==> src/rtl/instr_fetch.sv <==
// Instruction fetch stage: issues imem reads at pc, holds one fetched
// instruction in the IF/ID slot and computes the next PC (sequential, branch, jump).
module instr_fetch #(
  parameter int IMEM_TIMEOUT = 15
) (
  input  logic        clk,
  input  logic        reset,
  input  logic [31:0] pc,
  output logic [31:0] pc_next,
  output logic        imem_req,
  output logic [31:0] imem_addr,
  input  logic        imem_ack,
  input  logic [31:0] imem_rdata,
  input  logic        stall,
  input  logic        branch_en,
  input  logic [15:0] branch_offset,
  input  logic        jump_en,
  input  logic [25:0] jump_index,
  output logic        if_valid,
  output logic [31:0] if_instr,
  output logic [31:0] if_pc4,
  output logic        fetch_err
);

  typedef enum logic [1:0] {IDLE, REQ, ERR} state_t;

  state_t      state;
  logic [7:0]  wait_cnt;
  logic [7:0]  wait_inc;
  logic        consume;
  logic        redirect;
  logic        accept;
  logic        misaligned;
  logic        timeout;
  logic [31:0] jmp_target;
  logic [31:0] br_target;

  assign consume    = if_valid && !stall;
  assign redirect   = consume && (jump_en || branch_en);
  assign misaligned = (pc[1:0] != 2'b00);
  assign imem_addr  = pc;
  // A misaligned pc never reaches memory; the FSM drops to ERR instead.
  assign imem_req   = !reset && (state == REQ) && !misaligned && (!if_valid || !stall);
  assign accept     = imem_req && imem_ack && !redirect;
  assign wait_inc   = wait_cnt + 8'd1;
  assign timeout    = imem_req && !imem_ack && !redirect && (wait_inc == 8'(IMEM_TIMEOUT));

  assign jmp_target = {if_pc4[31:28], jump_index, 2'b00};
  assign br_target  = if_pc4 + {{14{branch_offset[15]}}, branch_offset, 2'b00};

  always_comb begin
    pc_next = pc;
    if (reset)
      pc_next = 32'd0;
    else if (redirect)
      pc_next = jump_en ? jmp_target : br_target;
    else if (accept)
      pc_next = pc + 32'd4;
  end

  always_ff @(posedge clk) begin
    if (reset) begin
      state     <= IDLE;
      if_valid  <= 1'b0;
      if_instr  <= 32'd0;
      if_pc4    <= 32'd0;
      fetch_err <= 1'b0;
      wait_cnt  <= 8'd0;
    end else if (redirect) begin
      // Redirect wins over a same-cycle ack and is the only way out of ERR.
      if_valid <= 1'b0;
      wait_cnt <= 8'd0;
      state    <= REQ;
    end else begin
      if (accept) begin
        if_instr <= imem_rdata;
        if_pc4   <= pc + 32'd4;
        if_valid <= 1'b1;
        wait_cnt <= 8'd0;
      end else begin
        if (consume)
          if_valid <= 1'b0;
        if (imem_req && !imem_ack)
          wait_cnt <= wait_inc;
      end
      case (state)
        IDLE: state <= REQ;
        REQ: begin
          if (misaligned || timeout) begin
            state     <= ERR;
            fetch_err <= 1'b1;
          end
        end
        default: state <= ERR;
      endcase
    end
  end

endmodule

==> config.mk <==
export PLATFORM = sky130hd
export DESIGN_NAME = instr_fetch
export DESIGN_NICKNAME = d
export VERILOG_FILES = /design/src/rtl/instr_fetch.sv
export SDC_FILE = /design/constraint.sdc
export NUM_CORES = 1
export LEC_CHECK = 0
export BUFFER_PORTS_ARGS = -buffer_cell sky130_fd_sc_hd__buf_2
export CORE_UTILIZATION = 45
export CTS_CLUSTER_SIZE = 25
export DETAILED_ROUTE_END_ITERATION = 8
export PLACE_DENSITY = 0.78
export RECOVER_POWER = 100
export SLEW_MARGIN = 20
export SYNTH_ARGS = -nofsm -noshare
export SYNTH_HDL_FRONTEND = slang
export SYNTH_SLANG_ARGS = --single-unit
==> constraint.sdc <==
create_clock -name clk -period 2.6 [get_ports clk]
set_input_delay 0.26 -clock clk [delete_from_list [all_inputs] [get_ports clk]]
set_output_delay 0.26 -clock clk [all_outputs]
set_load 0.1 [all_outputs]
# Word level (Yosys, flattened, before mapping)
# Cells that the tools add are included.
[word_totals]
n_memories = 0
latchBits = 0
wordCells = 50
out_inout_bits = 131
mem_bits_ro = 0
register_bits = 76
ram_bits = 0
in_bits = 112
[op_classes]
div = 0
n_mul = 0
order_cmp = 0
n_eq_ne = 4
n_shift = 0
muxes = 9
n_bitwise = 1
n_reduce_logical = 26
addsub = 3
[ops]
columns = ["operator", "n"]
rows = [
  ["2-to-1 mux 32 bit", 4],
  ["adder 32 x 3 -> 32 bit (second input constant)", 1],
  ["adder 32 bit", 1],
  ["logical AND 1 bit", 10],
  ["adder 8 x 1 -> 8 bit (second input constant)", 1],
  ["== test 8 x 4 -> 1 bit (second input constant)", 1],
  ["logical NOT 1 bit", 6],
  ["case mux 2 bit (2 select lines)", 1],
  ["nonzero test 2 bit", 2],
  ["logical OR 1 bit", 3],
  ["2-to-1 mux 1 bit", 3],
  ["!= test 3 x 2 -> 1 bit (second input constant)", 1],
  ["AND reduction 3 bit", 1],
  ["OR reduction 3 bit", 1],
  ["== test 2 x 1 -> 1 bit (second input constant)", 1],
  ["logical NOT 2 bit", 1],
  ["2-to-1 mux 2 bit", 1],
  ["!= test 2 x 1 -> 1 bit (second input constant)", 1],
  ["AND reduction 2 bit", 1],
  ["OR reduction 2 bit", 1],
  ["NOT 1 bit", 1],
]

# Logic depth before layout (Yosys ltp)
# Gate-level depths: netlist of the first run.
[depth]
ltp_word = 11
mapped_depth = 13
mapped_depth_nobuf = 13

# Least setup slack after synthesis of the first run
# No wires, ideal clock.
[synth_path]
path_type = "reg-to-output"
from = "reg if_pc4[5]"
to = "out pc_next[25]"
arrival_time_ps = 5344
path_buffers = 0
required_ps = 2340
stages_incl_launch_ff = 12
slack_ps = -3004
cell_sequence = "dfxtp_1 -> ha_1 -> a21o_1 -> a21oi_1 -> a21oi_1 -> o31ai_2 -> o21ai_1 -> a31oi_1 -> o21ai_1 -> nor3_1 -> a21oi_1 -> a311oi_1"
[synth_between]
elab_chain_cells = 4
[synth_rtl]
columns = ["item", "line_no", "text"]
rows = [
  ["start, declared", "21", "output logic [31:0] if_pc4,"],
  ["start signal, assigned", "77", "if_pc4 <= pc + 32'd4;"],
  ["adder 32 bit", "49", "assign br_target = if_pc4 + {{14{branch_offset[15]}}, branch_offset, 2'b00};"],
  ["2-to-1 mux 32 bit", "56", "pc_next = jump_en ? jmp_target : br_target;"],
  ["2-to-1 mux 32 bit", "55", "else if (redirect)"],
  ["2-to-1 mux 32 bit", "53", "if (reset)"],
  ["end, declared", "9", "output logic [31:0] pc_next,"],
]
# Every way passes these cells.

# Worst setup path in the final report of the first run
[layout_path]
from = "reg if_pc4[17]"
to = "out pc_next[30]"
# The elaborated chain is that of the path after synthesis.

==> results of run 1 <==
-- what timing repair did --
item,in CTS,in global routing
gates cloned,1,0
setup endpoints to repair,29,31
buffers inserted,10,10
pin swaps,33,39
gates resized for setup,53,38
hold endpoints to repair,0,0
-- metrics by stage --
stage / area, um^2 / cells / hold WS [ns] / TNS (ns) / util, %
floorplan: 6920 / 852 / 0.346 / -11.76 / -
global placement: 9480 / 1332 / 0.438 / -5.80 / 71.0
detailed placement: 9480 / 1332 / 0.443 / -6.61 / 71.0
CTS: 10100 / 1356 / 0.130 / -12.37 / 75.5
global route: 10100 / 1360 / 0.142 / -26.77 / 75.6
finish: 10100 / 1360 / 0.133 / -14.68 / 75.6
-- layout make-up --
cell class | count | area, um^2
Antenna cell | 1 | 2.50
Clock buffer | 9 | 225
Clock inverter | 7 | 73.8
Fill cell | 1031 | 3260
Inverter | 16 | 63.8
Multi-Input combinational cell | 675 | 5100
Sequential cell | 76 | 1600
Tap cell | 176 | 220
Timing Repair Buffer | 400 | 2800
-- power groups by stage --
stage                     combinational, mW  sequential (mW)  clock (mW)
after floorplan                       0.809             1.31           0
after global placement                 1.32             1.20           0
after detailed placement               1.34             1.20           0
after CTS                              1.37             1.18        1.30
after global routing                   1.45             1.18        1.35
final                                  1.39             1.18        1.29
-- flip-flops by register name (all words and copies together) (netlist names) --
signal / count
fetch_err: 1
if_instr: 32
if_pc4: 32
if_valid: 1
state: 2
wait_cnt: 8
-- worst register-to-register path, cell delays in order, from the launching register on --
cell and delay [ns]:
dfxtp_2 0.34, nor2b_4 0.14, nand4b_1 0.12, buf_4 0.17
clkinvlp_4 0.08, nand2_2 0.24, nor2_1 0.26, clkbuf_4 0.82
nor2_1 0.21, a211oi_1 0.31
-- cell families after synthesis --
kind of cell               Yosys count  synth area share, %
AOI/OAI and AO/OA                  238                 24.3
adders and majority gates           33                 6.77
buffers and inverters              101                 8.89
xor gates and xnor gates            78                 11.0
muxes                                2                0.322
DFF                                 76                 24.5
and+or+nand+nor                    324                 24.2
-- layer usage --
metal | part of all wire [%] | track usage [%] | up-vias
met5 | 0 | 0 | -
met4 | 2.0 | 11.3 | 0
met3 | 6.4 | 5.80 | 46
met2 | 50 | 55.2 | 336
met1 | 42 | 40.8 | 3649
li1 | - | - | 3595
-- cell usage in the layout (no fill, tap or decap), drive strengths merged, types with 21 or more instances in the layout --
cell type    n
buf        299
nand2      127
clkbuf     110
nor2       103
a21oi       87
dfxtp       76
a211oi      57
xnor2       40
o21ai       39
xor2        38
ha          32
inv         21
-- worst min-delay path by stage --
stage	start	end	slack [ns]	cells past startpoint
final	imem_rdata[16]	if_instr[16]	0.13	3
after floorplan	pc[2]	if_pc4[2]	0.35	1
after global placement	if_instr[16]	if_instr[16]	0.44	2
after CTS	imem_rdata[22]	if_instr[22]	0.13	3
after global routing	imem_rdata[16]	if_instr[16]	0.14	3
after detailed placement	if_instr[11]	if_instr[11]	0.44	2
==> metrics.cfg, run 1 <==
[outcome]
status=finished with violations
violations=negative setup slack

[pwr]
power_frac_clock_pct=33.4
ir_drop_mv=0.366
power_leakage_nw=3.99
intPower_mw=2.30
sw_frac_of_total_pct=40.6
power_frac_comb_pct=36.0
p_total_mw=3.87
p_seq_share_pct=30.6
p_sw_mw=1.57
powerDensity_mw_per_mm2=383

[timing]
fmax_ghz=0.282
grt_setup_unrepaired=yes
post-route-min-period_ns=3.55
worst_slew_pin_slew_ns=1.24
setup_violations=48
final.setup.worst_slack_ns=-0.949
finalHoldViolCount=0
min_period_over_period_pct=137
clock_skew_ns=0.00842
slew-limit-headroom_pct=17.6
slew_viol_final=0

[clock_network]
htreeDepth=3
cts_tree=yes
cts_made_buffers=9
clk_latency_ns=0.36
clk_pin_slew_ns=0.08
holdBufCountCts=0
root_buffer=clkbuf_16
clock_sinks=76
clockBufferDepth=2

[routing]
drc=0
dr.pass1.iters=5
drt_wl_total_um=23800
wl_per_cell_um=17.5
detail-route-antenna-nets=0
drt_iter0_drc=756
vias=7626
viasPerCell=5.61

[yosys]
syn_nets=997
synthArstFlopShare_pct=0
mappedNetlistArea_mm2=0.00621
synthTopCellsByArea=dfxtp_1 25%, nand2_1 7.7%, a21oi_1 6.9%
ys_seq_elements=76
yosysMostFrequentCell=nand2_1
synth-edff-count=0
synthDominantCellAreaShare_pct=24.5
synth_largest_area_cell=dfxtp_1
yosysWarningCount=0
synth_top_cells_by_count=127 x nand2_1, 102 x nor2_1, 86 x a21oi_1
avgSynthCellArea_um2=7.29
yosysUniqueCellTypes=66
netlist_instances=852
synth.yosys.seq_area_share_pct=24.5
synth_flop_cell=dfxtp_1

[place]
dp_slack_ns=-0.718
post-dp-hpwl_um=17100
port_buffers=242
place_congestion=0.928

[global_route]
antenna_found_initial=1
grt_pass1_wl_um=36900
grt_max_degree=99
grtUsageTotal_pct=32.4
grt_pass1_vias=7315
grt.overflow.total=0

[floorplanning]
die_w_um=119
core-area_mm2=0.0133
pin_count=243
dieHeight_um=119
start_util_pct=46.5
rows=42
die_area_mm2=0.0143

[worst_setup_path]
path_cells=ha_1 > a21o_1 > a21oi_2 > o211ai_1 > a211oi_2 > o21ai_2 > nand2_1 > a31oi_2 > o21a_1 > or3_1 > a221oi_4 > buf_12
reg2reg_to=if_pc4[6]
critPathCapture=pc_next[30]
slowest_delay_ns=0.39
cp-start-kind=flop
worstPathBufferInverterCount=1
rrSetupSlack_ns=-0.18
required_ns=2.34
r2r_start=state[0]
worstPathArrival_ns=3.29
crit_path_end_kind=output pin
cpLargestDelayFamily=compound AO/OA/AOI/OAI gates
worst-path-stages=12
critPathKind=reg -> out
slowest_stage=or3_1
worst-path-max-fanout=3
cp-startpoint=if_pc4[17]
reg2reg_depth=9

[finish]
syn_to_final_growth_pct=62.5
drive_above_1_share_pct=40.7
nets=1323

[hold_path]
hp-class=in -> reg

[flow_run]
maxCapViolations=0

No activity file was read; power rests on OpenSTA's default activity.
==> run 2, diff against run 1 <==
- RECOVER_POWER: 100 -> not set
==> metrics.cfg, run 2 (same netlist as run 1, synthesis figures left out) <==
[floorplanning]
start_util_pct=46.5  ; unchanged
die_w_um=119  ; unchanged
die_area_mm2=0.0143  ; unchanged
dieHeight_um=119  ; unchanged
pin_count=243  ; unchanged
core-area_mm2=0.0133  ; unchanged
rows=42  ; unchanged

[pwr]
powerDensity_mw_per_mm2=378  ; -1.4%
ir_drop_mv=0.369  ; +0.78%
power_leakage_nw=4.40  ; +10%
p_total_mw=3.89  ; +0.48%

[timing]
fmax_ghz=0.282  ; +0.23%
timing.hold.ws_ns=0.134  ; +0.000177 ns
clock_skew_ns=0.00792  ; -0.000506 ns
final.setup.worst_slack_ns=-0.941  ; +0.00807 ns
setup_violations=26  ; -46%
post-route-min-period_ns=3.54  ; -0.00807 ns
slew_viol_final=0  ; unchanged
setup_tns_ns=-13.53  ; +1.15 ns
finalHoldViolCount=0  ; unchanged
min_period_over_period_pct=136  ; -0.31 points
slew-limit-headroom_pct=53.2  ; +36 points
worst_slew_pin_slew_ns=0.702  ; -0.540 ns
grt_setup_unrepaired=yes

[routing]
drt_wl_total_um=23700  ; -0.29%
dr.pass1.iters=5  ; unchanged
drt_iter0_drc=708  ; -6.3%
wl_per_cell_um=17.4  ; -0.29%
vias=7616  ; -0.13%
detail-route-antenna-nets=0  ; unchanged
drc=0  ; unchanged
viasPerCell=5.60  ; -0.13%

[clock_network]
clk_latency_ns=0.36  ; about the same
cts_tree=yes
clk_pin_slew_ns=0.07  ; about the same
cts_made_buffers=9  ; unchanged
root_buffer=clkbuf_16
holdBufCountCts=0  ; unchanged
htreeDepth=3  ; unchanged
clock_sinks=76  ; unchanged
clockBufferDepth=2  ; unchanged

[global_route]
grt_pass1_vias=7315  ; unchanged
antenna_found_initial=1  ; unchanged
grt.overflow.total=0  ; unchanged
grt_pass1_wl_um=36900  ; unchanged
grt_max_degree=99  ; unchanged
grtUsageTotal_pct=32.4  ; unchanged

[finish]
mostFrequentLayoutCells=209 x buf_2, 149 x buf_4, 121 x nand2_1
drive_above_1_share_pct=49.5  ; +8.8 points
multi_input_area_mm2=0.00513  ; +0.61%
regArea_mm2=0.00160  ; +0.24%
syn_to_final_growth_pct=65.6
largestRegisters=if_instr (32), if_pc4 (32), wait_cnt (8)
final_common_cell=buf_2
nFillCells=948  ; -8.1%
stdcell_area_mm2=0.0103  ; +1.9%
final_util_pct=77.0  ; +1.5 points
nets=1323  ; unchanged

[hold_path]
hold_end=if_instr[9]
min_path_cells=3  ; unchanged
worstHoldStart=imem_rdata[9]
hp-class=in -> reg

[worst_setup_path]
cp-start-kind=flop
reg2reg_to=state[0]
slowest_delay_ns=0.39  ; about the same
required_ns=2.34  ; about the same
path_cells=ha_4 > inv_2 > fa_2 > nor2b_4 > o31ai_4 > a21oi_2 > a211oi_2 > o21ai_2 > nand2_1 > a31oi_2 > o21a_1 > or3_1 > a221oi_4 > buf_12
slowest_stage=or3_1
reg2reg_depth=10  ; +1
worstPathArrival_ns=3.28  ; about the same
rrSetupSlack_ns=0.30  ; +0.48 ns
worst-path-max-fanout=2  ; -1
crit_path_end_kind=output pin
critPathKind=reg -> out
r2r_start=wait_cnt[0]

[place]
post-dp-hpwl_um=17100  ; unchanged
place_area_mm2=0.00948  ; unchanged
place_congestion=0.928  ; unchanged
port_buffers=242  ; unchanged

[flow_run]
maxCapViolations=0  ; unchanged

[outcome]
violations=negative setup slack
status=finished with violations

-- run 2: cell count changes in the layout (fill, tap and decap cells not counted), sizes merged --
cell,delta
buf,+101
clkbuf,-101
-- run 2: timing repair --
item / CTS / global route
gates cloned: 1 / 0
buffers inserted: 10 / 10
hold endpoints to repair: 0 / 0
pin swaps: 33 / 39
setup endpoints to repair: 29 / 31
gates resized for setup: 53 / 38
-- run 2: worst max-delay path by stage --
stage	startpoint	endpoint	cells after the start
floorplan	if_pc4[2]	pc_next[30]	13
global placement	branch_offset[0]	pc_next[30]	15
detailed placement	branch_offset[0]	pc_next[30]	15
CTS	if_pc4[2]	pc_next[30]	14
global route	if_pc4[3]	pc_next[31]	12
finish	if_pc4[2]	pc_next[30]	14
-- run 2: layer usage --
| layer | GRT usage (%) | up-vias | share of wire, % |
|---|---|---|---|
| met5 | 0 | - | 0 |
| met4 | 11.3 | 0 | 2.0 |
| li1 | - | 3597 | - |
| met3 | 5.80 | 45 | 6.3 |
| met2 | 55.2 | 334 | 50 |
| met1 | 40.8 | 3640 | 42 |
-- run 2: area by class of cell --
class / count / area share [%]
diodes: 1 / 0.0243
multi-input cells: 675 / 49.9
flip-flops and latches: 76 / 15.6
repair buffers: 400 / 28.8
inverters: 16 / 0.621
clock buffers: 9 / 2.19
clock inverters: 7 / 0.718
well taps: 176 / 2.14
-- run 2: metrics by stage --
step,setup slack (ns),cells
CTS,-0.911,1356
finish,-0.941,1360
floorplan,-0.958,852
global placement,-0.661,1332
global route,-1.03,1360
detailed placement,-0.718,1332
-- run 2: critical path: cells and delay by family (launching register included) --
kind,cells,cell delay [ns]
AOI/OAI and AO/OA,7,1.35
and+or+nand+nor,3,0.56
adders and majority gates,2,0.38
DFF,1,0.35
buffers and inverters,2,0.26
-- run 2: power breakdown --
group,internal (mW),switching [mW],total [mW]
sequential,1.17,0.0134,1.18
combinational,0.463,0.947,1.41
clock,0.683,0.613,1.30
